<file path="config.mk">
export PLATFORM = sky130hd
export DESIGN_NAME = mem_stage_flat
export DESIGN_NICKNAME = d
export VERILOG_FILES = /design/src/rtl/mem_stage_if.sv /design/src/rtl/mem_stage.sv /design/src/flat_wrapper.sv
export SDC_FILE = /design/constraint.sdc
export NUM_CORES = 1
export LEC_CHECK = 0
export CORE_ASPECT_RATIO = 0.8
export CORE_MARGIN = 5
export CORE_UTILIZATION = 31
export CTS_CLUSTER_SIZE = 12
export DETAILED_ROUTE_END_ITERATION = 6
export GPL_ROUTABILITY_DRIVEN = 0
export HOLD_SLACK_MARGIN = 0.08
export PLACE_DENSITY = 0.61
export SLEW_MARGIN = 20
export SYNTH_ARGS = -nofsm -noshare
export SYNTH_HDL_FRONTEND = slang
export SYNTH_SLANG_ARGS = --single-unit
</file>
<file path="constraint.sdc">
create_clock -name clk -period 2.25 [get_ports clk]
set_input_delay 0.45 -clock clk [delete_from_list [all_inputs] [get_ports clk]]
set_output_delay 0.45 -clock clk [all_outputs]
set_load 0.1 [all_outputs]
</file>
<file path="src/rtl/mem_stage_if.sv">
// +----------------------------------------------------------------------+
// | mem_stage_if : handshake and payload buses around the memory stage.   |
// | Rev 1.0 - initial release                                            |
// +----------------------------------------------------------------------+
`default_nettype none

interface mem_stage_if #(
  parameter int ES_TO_MS_BUS_WD = 116,
  parameter int MS_TO_WS_BUS_WD = 115,
  parameter int MS_TO_DS_BUS_WD = 39
);
  logic                       ws_allowin;
  logic                       ms_allowin;
  logic                       es_to_ms_valid;
  logic [ES_TO_MS_BUS_WD-1:0] es_to_ms_bus;
  logic                       ms_to_ws_valid;
  logic [MS_TO_WS_BUS_WD-1:0] ms_to_ws_bus;
  logic                       ms_to_es_bus;
  logic                       ws_flush;
  logic [31:0]                data_sram_rdata;
  logic [MS_TO_DS_BUS_WD-1:0] ms_to_ds_bus;

  // The memory stage itself.
  modport slave (
    input  ws_allowin, es_to_ms_valid, es_to_ms_bus, ws_flush, data_sram_rdata,
    output ms_allowin, ms_to_ws_valid, ms_to_ws_bus, ms_to_es_bus, ms_to_ds_bus
  );

  // The surrounding pipeline (execute, write-back, data SRAM, decode).
  modport master (
    output ws_allowin, es_to_ms_valid, es_to_ms_bus, ws_flush, data_sram_rdata,
    input  ms_allowin, ms_to_ws_valid, ms_to_ws_bus, ms_to_es_bus, ms_to_ds_bus
  );
endinterface

`default_nettype wire

</file>
<file path="src/rtl/mem_stage.sv">
// +----------------------------------------------------------------------+
// | mem_stage : MIPS pipeline memory stage with SRAM read-data hold      |
// | buffer. Optional forwarding bus to decode when MS_FWD_EN is defined. |
// | Rev 1.0 - initial release                                            |
// +----------------------------------------------------------------------+
`default_nettype none

module mem_stage #(
  parameter int ES_TO_MS_BUS_WD = 116,
  parameter int MS_TO_WS_BUS_WD = 115,
  parameter int MS_TO_DS_BUS_WD = 39
) (
  input  wire logic       clk,
  input  wire logic       reset,
  mem_stage_if.slave      ms_if
);

  logic                       ms_valid_q,   ms_valid_d;
  logic                       ms_first_q,   ms_first_d;
  logic                       rbuf_valid_q, rbuf_valid_d;
  logic [31:0]                rbuf_q,       rbuf_d;
  logic [ES_TO_MS_BUS_WD-1:0] payload_q,    payload_d;

  logic        ms_ready_go;
  logic        accept;
  logic        retire;
  logic [31:0] load_data;
  logic [31:0] final_result;

  logic        mtc0_we;
  logic [4:0]  cp0_addr;
  logic        ex;
  logic [4:0]  excode;
  logic        res_from_cp0;
  logic        res_from_mem;
  logic        gr_we;
  logic [4:0]  dest;
  logic [31:0] alu_result;
  logic [31:0] rt_value;
  logic [31:0] pc;

  assign ms_ready_go = 1'b1;
  assign ms_if.ms_allowin     = !ms_valid_q | (ms_ready_go & ms_if.ws_allowin);
  assign ms_if.ms_to_ws_valid = ms_valid_q & ms_ready_go;

  assign accept = ms_if.es_to_ms_valid & ms_if.ms_allowin & !ms_if.ws_flush;
  assign retire = ms_if.ms_to_ws_valid & ms_if.ws_allowin;

  always_comb begin
    ms_valid_d   = ms_valid_q;
    payload_d    = payload_q;
    ms_first_d   = accept;
    rbuf_valid_d = rbuf_valid_q;
    rbuf_d       = rbuf_q;

    if (ms_if.ws_flush) begin
      ms_valid_d = 1'b0;
    end else if (ms_if.ms_allowin) begin
      ms_valid_d = ms_if.es_to_ms_valid;
    end

    if (accept) begin
      payload_d = ms_if.es_to_ms_bus;
    end

    // SRAM data is only live in the first valid cycle; park it if WB stalls.
    if (ms_if.ws_flush | retire) begin
      rbuf_valid_d = 1'b0;
    end else if (ms_valid_q & ms_first_q & !ms_if.ws_allowin) begin
      rbuf_valid_d = 1'b1;
      rbuf_d       = ms_if.data_sram_rdata;
    end
  end

  // Payload is cleared on reset so the forwarding bus reads all-zero.
  always_ff @(posedge clk) begin
    if (reset) begin
      ms_valid_q   <= 1'b0;
      ms_first_q   <= 1'b0;
      rbuf_valid_q <= 1'b0;
      rbuf_q       <= 32'h0;
      payload_q    <= '0;
    end else begin
      ms_valid_q   <= ms_valid_d;
      ms_first_q   <= ms_first_d;
      rbuf_valid_q <= rbuf_valid_d;
      rbuf_q       <= rbuf_d;
      payload_q    <= payload_d;
    end
  end

  assign mtc0_we      = payload_q[115];
  assign cp0_addr     = payload_q[114:110];
  assign ex           = payload_q[109];
  assign excode       = payload_q[108:104];
  assign res_from_cp0 = payload_q[103];
  assign res_from_mem = payload_q[102];
  assign gr_we        = payload_q[101];
  assign dest         = payload_q[100:96];
  assign alu_result   = payload_q[95:64];
  assign rt_value     = payload_q[63:32];
  assign pc           = payload_q[31:0];

  assign load_data    = rbuf_valid_q ? rbuf_q : ms_if.data_sram_rdata;
  assign final_result = res_from_mem ? load_data : alu_result;

  assign ms_if.ms_to_ws_bus = {mtc0_we & ~ex, cp0_addr, ex, excode, res_from_cp0,
                               gr_we & ~ex, dest, final_result, rt_value, pc};

  assign ms_if.ms_to_es_bus = ms_valid_q & ex;

`ifdef MS_FWD_EN
  // CP0 reads resolve in write-back, so decode must stall on fwd_is_cp0.
  assign ms_if.ms_to_ds_bus = {ms_valid_q & gr_we & ~ex, ms_valid_q & res_from_cp0,
                               dest, final_result};
`else
  assign ms_if.ms_to_ds_bus = '0;
`endif

endmodule

`default_nettype wire

</file>
<file path="src/flat_wrapper.sv">
// flat-port wrapper written by rule: the top's interface ports become plain ports
module mem_stage_flat 
#(
  parameter int ES_TO_MS_BUS_WD = 116,
  parameter int MS_TO_WS_BUS_WD = 115,
  parameter int MS_TO_DS_BUS_WD = 39
)
  (clk, reset, ms_if_ws_allowin, ms_if_es_to_ms_valid, ms_if_es_to_ms_bus, ms_if_ws_flush, ms_if_data_sram_rdata, ms_if_ms_allowin, ms_if_ms_to_ws_valid, ms_if_ms_to_ws_bus, ms_if_ms_to_es_bus, ms_if_ms_to_ds_bus);
  mem_stage_if #(.ES_TO_MS_BUS_WD(ES_TO_MS_BUS_WD), .MS_TO_WS_BUS_WD(MS_TO_WS_BUS_WD), .MS_TO_DS_BUS_WD(MS_TO_DS_BUS_WD)) ms_if_i ();
  input  wire logic clk;
  input  wire logic reset;
  input wire logic [$bits(ms_if_i.ws_allowin)-1:0] ms_if_ws_allowin;
  input wire logic [$bits(ms_if_i.es_to_ms_valid)-1:0] ms_if_es_to_ms_valid;
  input wire logic [$bits(ms_if_i.es_to_ms_bus)-1:0] ms_if_es_to_ms_bus;
  input wire logic [$bits(ms_if_i.ws_flush)-1:0] ms_if_ws_flush;
  input wire logic [$bits(ms_if_i.data_sram_rdata)-1:0] ms_if_data_sram_rdata;
  output wire logic [$bits(ms_if_i.ms_allowin)-1:0] ms_if_ms_allowin;
  output wire logic [$bits(ms_if_i.ms_to_ws_valid)-1:0] ms_if_ms_to_ws_valid;
  output wire logic [$bits(ms_if_i.ms_to_ws_bus)-1:0] ms_if_ms_to_ws_bus;
  output wire logic [$bits(ms_if_i.ms_to_es_bus)-1:0] ms_if_ms_to_es_bus;
  output wire logic [$bits(ms_if_i.ms_to_ds_bus)-1:0] ms_if_ms_to_ds_bus;
  assign ms_if_i.ws_allowin = ms_if_ws_allowin;
  assign ms_if_i.es_to_ms_valid = ms_if_es_to_ms_valid;
  assign ms_if_i.es_to_ms_bus = ms_if_es_to_ms_bus;
  assign ms_if_i.ws_flush = ms_if_ws_flush;
  assign ms_if_i.data_sram_rdata = ms_if_data_sram_rdata;
  assign ms_if_ms_allowin = ms_if_i.ms_allowin;
  assign ms_if_ms_to_ws_valid = ms_if_i.ms_to_ws_valid;
  assign ms_if_ms_to_ws_bus = ms_if_i.ms_to_ws_bus;
  assign ms_if_ms_to_es_bus = ms_if_i.ms_to_es_bus;
  assign ms_if_ms_to_ds_bus = ms_if_i.ms_to_ds_bus;
  mem_stage #(.ES_TO_MS_BUS_WD(ES_TO_MS_BUS_WD), .MS_TO_WS_BUS_WD(MS_TO_WS_BUS_WD), .MS_TO_DS_BUS_WD(MS_TO_DS_BUS_WD)) u_core (.clk(clk), .reset(reset), .ms_if(ms_if_i));
endmodule
</file>
; ---- Yosys cells after proc, flatten, opt, wreduce, memory -nomap -nowiden
; Index checks and enable logic that the tools add are counted.
[totals]
reg_bits = 151
inputBits = 153
word_cells = 25
[op_classes]
muxes = 2
bitwise = 12
reduce_logical = 6
[op_table]
columns = op, n
row1 = $mux W32, 2
row2 = $and A1 B1 Y1, 8
row3 = $reduce_or A2 Y1, 2
row4 = $logic_not A1 Y1, 3
row5 = $not A1 Y1, 2
row6 = $or A1 B1 Y1, 2
row7 = $reduce_and A2 Y1, 1

; ---- Logic depth before layout (Yosys ltp)
; Gate-level depths: netlist of run 1.
[logic_depth]
ltp_word = 4
depth_mapped = 6

; ---- Worst setup path before layout of run 1
; Ideal clock, no wire load.
[synth_path]
path_type = register -> output
startpoint = register u_core.payload_q[102]
endpoint = output port ms_if_ms_to_ws_bus[67]
arrival_time_ps = 2405
path_slack_ps = -605
stages_incl_launch_ff = 5
path_cell_list = dfxtp_1 -> clkbuf_1 -> clkbuf_1 -> nor2_1 -> a21oi_1
[synth_between]
elab_chain_cells = 1
[synth_rtl]
columns = element, line
row1 = from (decl), mem_stage.sv:22  ; logic [ES_TO_MS_BUS_WD-1:0] payload_q, payload_d;
row2 = from (signal assigned), mem_stage.sv:88  ; payload_q <= payload_d;
row3 = $mux W32, mem_stage.sv:105  ; assign final_result = res_from_mem ? load_data : alu_result;
row4 = to (decl), flat_wrapper.sv:19  ; output wire logic [$bits(ms_if_i.ms_to_ws_bus)-1:0] ms_if_ms_to_ws_bus;
; No other way between the ends.

; ---- Worst setup path in the final report of run 1
[layout_path]
startpoint = register u_core.rbuf_valid_q
endpoint = output port ms_if_ms_to_ws_bus[95]
[layout_between]
elab_chain_cells = 2
[layout_rtl]
columns = element, line
row1 = from (decl), mem_stage.sv:20  ; logic rbuf_valid_q, rbuf_valid_d;
row2 = from (signal assigned), mem_stage.sv:86  ; rbuf_valid_q <= rbuf_valid_d;
row3 = $mux W32, mem_stage.sv:104  ; assign load_data = rbuf_valid_q ? rbuf_q : ms_if.data_sram_rdata;
row4 = $mux W32, mem_stage.sv:105
; No other way between the ends.

==> results of run 1 <==
-- where the power goes --
| part | switching, mW | leakage, nW | internal (mW) |
|---|---|---|---|
| Combinational | 1.65 | 2.72 | 0.781 |
| Sequential | 0.0638 | 1.23 | 2.78 |
| Clock | 1.21 | 0.290 | 1.71 |
| Total | 2.93 | 4.25 | 5.28 |
-- how the worst min path moves through the flow --
stage	start	to	slack (ns)	depth (start not counted)
2_1_floorplan	u_core.rbuf_q[0]$_SDFFE_PP0P_	u_core.rbuf_q[0]$_SDFFE_PP0P_	0.44	2
3_3_place_gp	u_core.rbuf_q[17]$_SDFFE_PP0P_	u_core.rbuf_q[17]$_SDFFE_PP0P_	0.44	2
3_5_place_dp	u_core.rbuf_q[11]$_SDFFE_PP0P_	u_core.rbuf_q[11]$_SDFFE_PP0P_	0.45	2
4_1_cts	u_core.rbuf_q[11]$_SDFFE_PP0P_	u_core.rbuf_q[11]$_SDFFE_PP0P_	0.46	2
5_1_grt	u_core.rbuf_q[1]$_SDFFE_PP0P_	u_core.rbuf_q[1]$_SDFFE_PP0P_	0.47	2
6_report	u_core.rbuf_q[17]$_SDFFE_PP0P_	u_core.rbuf_q[17]$_SDFFE_PP0P_	0.45	2
-- metal layers --
| layer | wire length (um) | vias up |
|---|---|---|
| li1 | - | 3026 |
| met1 | 9249 | 2710 |
| met2 | 9626 | 167 |
| met3 | 1468 | 21 |
| met4 | 256 | 2 |
| met5 | 13 | - |
-- state kept, by name (all words and copies together), names as in the netlist --
signal                       flops
u_core.ms_if.ms_to_ws_valid      1
u_core.rbuf_valid_q              1
u_core.ms_first_q                1
u_core.payload_q               116
u_core.rbuf_q                   32
-- synthesized netlist by cell type (all sizes together) --
master	n	area, um2
nand4bb	1	11.26
nor3b	1	12.51
nand2b	232	1451
nor4bb	1	10.01
clkbuf	35	131.4
nand2	64	240.2
mux2i	148	1481
a21oi	65	325.3
buf	146	1081
a2111oi	1	8.760
nor3	1	5.000
and2	1	6.260
nor2	33	123.9
nor2b	4	32.53
dfxtp	151	3023
conb	1	3.750
inv	1	3.750
-- cell families after synthesis --
family	share of synthesized area (%)
and+or+nand+nor	23.81
buffers and inverters	15.29
DFF	38.02
muxes	18.63
AOI/OAI and AO/OA	4.201
other	0.04716
-- worst max-delay path, stage by stage (launching register included) --
cell and delay (ns):
dfxtp_2 0.32, buf_4 0.29, mux2i_1 0.32, a21oi_2 0.11, buf_12 0.18
-- cell type report --
class                      instances  area (um2)  share of cell area, %
inverter                           1       3.754                0.03378
sequential                       151        3025                  27.22
clock buffer                      20       456.7                  4.109
clock inverter                    11       140.1                  1.261
timing repair buffer             290        3084                  27.75
multi-input combinational        591        3998                  35.97
tap                              324       405.4                  3.648
-- through the flow --
step | setup slack (ns) | power (mW) | cell area [um2] | util (%) | std cells
global route | 0.06590 | 8.526 | 11110 | 43.91 | 1388
global placement | 0.1695 | 5.344 | 10520 | 41.55 | 1357
finish | 0.1488 | 8.205 | 11110 | 43.91 | 1388
CTS | 0.1025 | 8.345 | 11110 | 43.91 | 1388
detailed placement | 0.1118 | 5.352 | 10520 | 41.55 | 1357
floorplan | -0.02684 | 4.734 | 8215 | - | 924
==> flow_summary_export.csv, run 1 <==
group,metric,value,unit
global_route,grtUsageMet1,17.44,%
route,wire_per_inst,14.85,um
die,num_rows,52,
worst_setup_path,cp.arrival,1.65,ns
placement,hpwl,15.08,mm
cts,hold_buffers,0,
timing,hold_viol,0,
final_layout,fillers,2448,
timing,rsz0062_at_grt,"false",
logic_synthesis,yosysSeqAreaShare,38.02,%
global_route,grt_pass1_wl,32.22,mm
cts,cts_setup_buffers,0,
timing,fin_skew,0.01304,ns
route,drt_iter0_drc,192,
worst_setup_path,endpoint_kind,"output pin",
cts,clock_path_buffers,2,
die,dieArea,0.02897,mm2
global_route,grt_busiest_layer,"met2",
final_layout,area_growth_syn_to_layout,39.76,%
placement,port_buffers,270,
cts,post_cts_resized,0,
flow_run,cap_violations,0,
timing,hold_ws,0.4534,ns
global_route,grt_max_degree,89,
worst_setup_path,crit_type,"reg -> out",
global_route,track_usage,13.76,%
cts,ctsHtreeMaxLevel,4,
worst_setup_path,crit_end,"ms_if_ms_to_ws_bus[95]",
timing,tightest_slew,0.5047,ns
logic_synthesis,netlist_area,0.007951,mm2
final_layout,insertedDiodeCount,0,
run_status,outcome,"finished clean",
timing,fmax,475.9,MHz
cts,clk_pin_slew,0.06,ns
logic_synthesis,ys_ff_latch,151,
final_layout,drive_gt1_share,19.45,%
cts,numCtsBuffers,17,
power,p_per_area,738.3,mW/mm2
die,die_x,189.1,um
global_route,grt_pass1_vias,5988,
route,ant_nets,0,
route,vias,5926,
timing,setup_viol,0,
timing,slew_headroom,66.36,%
global_route,antenna_found_initial,1,
cts,cts_root_buf,"clkbuf_16",
power,leakage,4.246,nW
logic_synthesis,postSynthAreaPerCell,8.974,um2
global_route,overflow,0,
die,die_height,153.2,um
timing,period_needed,2.101,ns
worst_setup_path,start_kind,"register",
power,peakVddDrop,0.4975,mV
logic_synthesis,syn_inst,886,
die,pin_count,310,
worst_setup_path,critPathMaxFanout,16,
final_layout,final_common_cell,"nand2b_1",
route,wl,20.61,mm
timing,drv_slew,0,
worst_setup_path,worstPathRequired,1.80,ns
worst_setup_path,startpoint,"u_core.rbuf_valid_q$_SDFFE_PP0P_",
timing,finalSetupTns,0,ns
cts,insertion_delay,0.42,ns
worst_setup_path,reg2reg_slack,0.65,ns
route,drc_errors,0,
worst_setup_path,r2r_cells,5,
final_layout,final_cell_mix,"nand2b_1 (232), clkdlybuf4s50_1 (151), dfxtp_1 (149)",
die,core_area,0.02531,mm2
timing,period_share,93.39,%
global_route,use_met2,22.03,%
logic_synthesis,yosysWarnings,0,
die,initial_core_util,31.42,%
worst_setup_path,r2r-start,"u_core.ms_if.ms_to_ws_valid$_SDFFE_PP0P_",
route,dr.pass1.iters,4,
worst_setup_path,r2r-end,"u_core.payload_q[28]$_SDFFE_PP0P_",
route,avgViaCountPerCell,4.269,
final_layout,nNetsFinal,1205,
cts,cts_tree,"built",
hold_path,min_path_type,"reg -> reg",
cts,clkSinkCount,151,
logic_synthesis,synthDistinctLibCells,21,
global_route,grt_use_met3,5.107,%
No activity file was read; power rests on OpenSTA's default activity.
==> inputs of run 2 (changes only) <==
Settings changed: CELL_PAD_IN_SITES_DETAIL_PLACEMENT set to 1, CELL_PAD_IN_SITES_GLOBAL_PLACEMENT set to 2, CORE_UTILIZATION 31 to 27, PLACE_DENSITY 0.61 to 0.87, SETUP_SLACK_MARGIN set to 0.5.
==> flow_summary_export.csv, run 2 (synthesized netlist as in run 1, its figures left out) <==
group,metric,value,unit
timing,worst_slack,0.2062,ns
route,vias,6175,
worst_setup_path,endpoint_kind,"output pin",
flow_run,cap_violations,0,
cts,ctsHtreeMaxLevel,4,
route,wire_per_inst,16.40,um
cts,numCtsBuffers,17,
timing,drv_slew,0,
run_status,outcome,"finished clean",
placement,port_buffers,270,
final_layout,drive_gt1_share,24.05,%
die,initial_core_util,27.28,%
cts,clock_path_buffers,2,
placement,hpwl,16.77,mm
worst_setup_path,crit_family,"flip-flops",
hold_path,min_path_type,"reg -> reg",
die,dieArea,0.03300,mm2
global_route,grt_pass1_vias,6692,
timing,period_needed,2.044,ns
final_layout,area_growth_syn_to_layout,50.15,%
power,p_int,5.550,mW
worst_setup_path,cpMostUsedCell,"buf_12",
global_route,overflow,0,
cts,cts_root_buf,"clkbuf_16",
power,combinationalPowerShare,30.2,%
worst_setup_path,cp.arrival,1.59,ns
power,switching_power,3.000,mW
final_layout,final_cell_mix,"nand2b_1 (232), clkdlybuf4s50_1 (150), dfxtp_1 (148)",
global_route,grt_max_degree,85,
worst_setup_path,path_cells,"buf_12 > mux2i_2 > a21oi_4 > buf_12",
worst_setup_path,critPathMaxFanout,13,
timing,period_share,90.83,%
worst_setup_path,worst-path-buf-inv,2,
timing,hold_ws,0.4656,ns
global_route,antenna_found_initial,1,
worst_setup_path,cp_slowest_cell,"dfxtp_4",
worst_setup_path,worstPathRequired,1.80,ns
global_route,grt_pass1_wl,37.27,mm
route,drc_errors,0,
timing,setup_viol,0,
die,core_area,0.02915,mm2
die,die_x,201.9,um
route,drt_iter0_drc,182,
cts,hold_buffers,0,
route,ant_nets,0,
cts,cts_tree,"built",
global_route,track_usage,14.15,%
cts,clkSinkCount,151,
placement,pre_cts_ws,0.1691,ns
die,die_height,163.5,um
cts,insertion_delay,0.42,ns
timing,finalSetupTns,0,ns
timing,rsz0062_at_grt,"true",
power,switching_share,35.09,%
power,leakage,4.516,nW
route,dr.pass1.iters,4,
power,power_frac_seq,33.3,%
power,p_per_area,716.2,mW/mm2
final_layout,nNetsFinal,1217,
worst_setup_path,crit_type,"reg -> out",
power,clockPowerShare,36.5,%
timing,fmax,489.3,MHz
timing,hold_viol,0,
worst_setup_path,slowest_delay,0.41,ns
route,avgViaCountPerCell,4.241,
timing,fin_skew,0.009775,ns
final_layout,largest_reg_flops,116,
final_layout,final_common_cell,"nand2b_1",
power,peakVddDrop,0.4568,mV
final_layout,regMostFlops,"u_core.payload_q",
route,wl,23.87,mm
die,num_rows,56,
final_layout,top_regs,"u_core.payload_q x116, u_core.rbuf_q x32",
die,pin_count,310,
worst_setup_path,start_kind,"register",
cts,clk_pin_slew,0.06,ns
-- run 2: worst reg2reg max path: stages (launching register included) --
cell and delay, ns:
dfxtp_4 0.37, nor2b_4 0.13, buf_4 0.14, nor3b_4 0.23, buf_4 0.20, buf_12 0.22, mux2i_1 0.26
-- run 2: routing by layer --
metal	share of wire [%]	global-route usage [%]	routed length (um)	up-vias
met5	0.046	0	11	-
met4	0.56	2.795	134	2
met3	7.5	5.439	1785	12
met2	49	23.55	11700	160
met1	43	17.60	10240	2941
li1	-	-	-	3060
-- run 2: final timing paths --
path         slack (ns)                                      from  cells after the start                                 to
min                0.47            u_core.rbuf_q[16]$_SDFFE_PP0P_                      2     u_core.rbuf_q[16]$_SDFFE_PP0P_
max reg2reg        0.62  u_core.ms_if.ms_to_ws_valid$_SDFFE_PP0P_                      6  u_core.payload_q[26]$_SDFFE_PP0P_
min reg2reg        0.47            u_core.rbuf_q[16]$_SDFFE_PP0P_                      2     u_core.rbuf_q[16]$_SDFFE_PP0P_
max                0.21          u_core.rbuf_valid_q$_SDFFE_PP0P_                      4             ms_if_ms_to_ws_bus[78]
-- run 2: what timing repair did --
item,4_1_cts,5_1_grt
buffers inserted,8,0
setup endpoints to repair,34,32
pin swaps,2,0
gates resized for setup,51,6
cloned,1,1
-- run 2: layout make-up --
type / count / area (um2)
flip-flops and latches: 151 / 3034
clock buffers: 19 / 452.9
inverters: 1 / 3.754
clock inverters: 13 / 176.4
diodes: 2 / 5.005
fillers: 3249 / 17210
repair buffers: 302 / 3299
multi-input cells: 591 / 4496
well taps: 377 / 471.7
-- run 2: through the flow --
stage | power (mW) | instance area [um2] | utilization, % | instances
after global routing | 8.906 | 11930 | 40.94 | 1454
final | 8.551 | 11940 | 40.96 | 1456
after global placement | 5.419 | 10880 | 37.32 | 1412
after detailed placement | 5.442 | 10880 | 37.32 | 1412
after CTS | 8.691 | 11870 | 40.73 | 1453
after floorplan | 4.810 | 8541 | - | 924
-- run 2: power by group through the flow --
stage,logic [mW],clock network (mW),registers (mW)
after detailed placement,2.52,0,2.92
after global routing,2.68,3.36,2.86
after CTS,2.59,3.25,2.85
final,2.58,3.12,2.85
after floorplan,1.92,0,2.89
after global placement,2.51,0,2.91
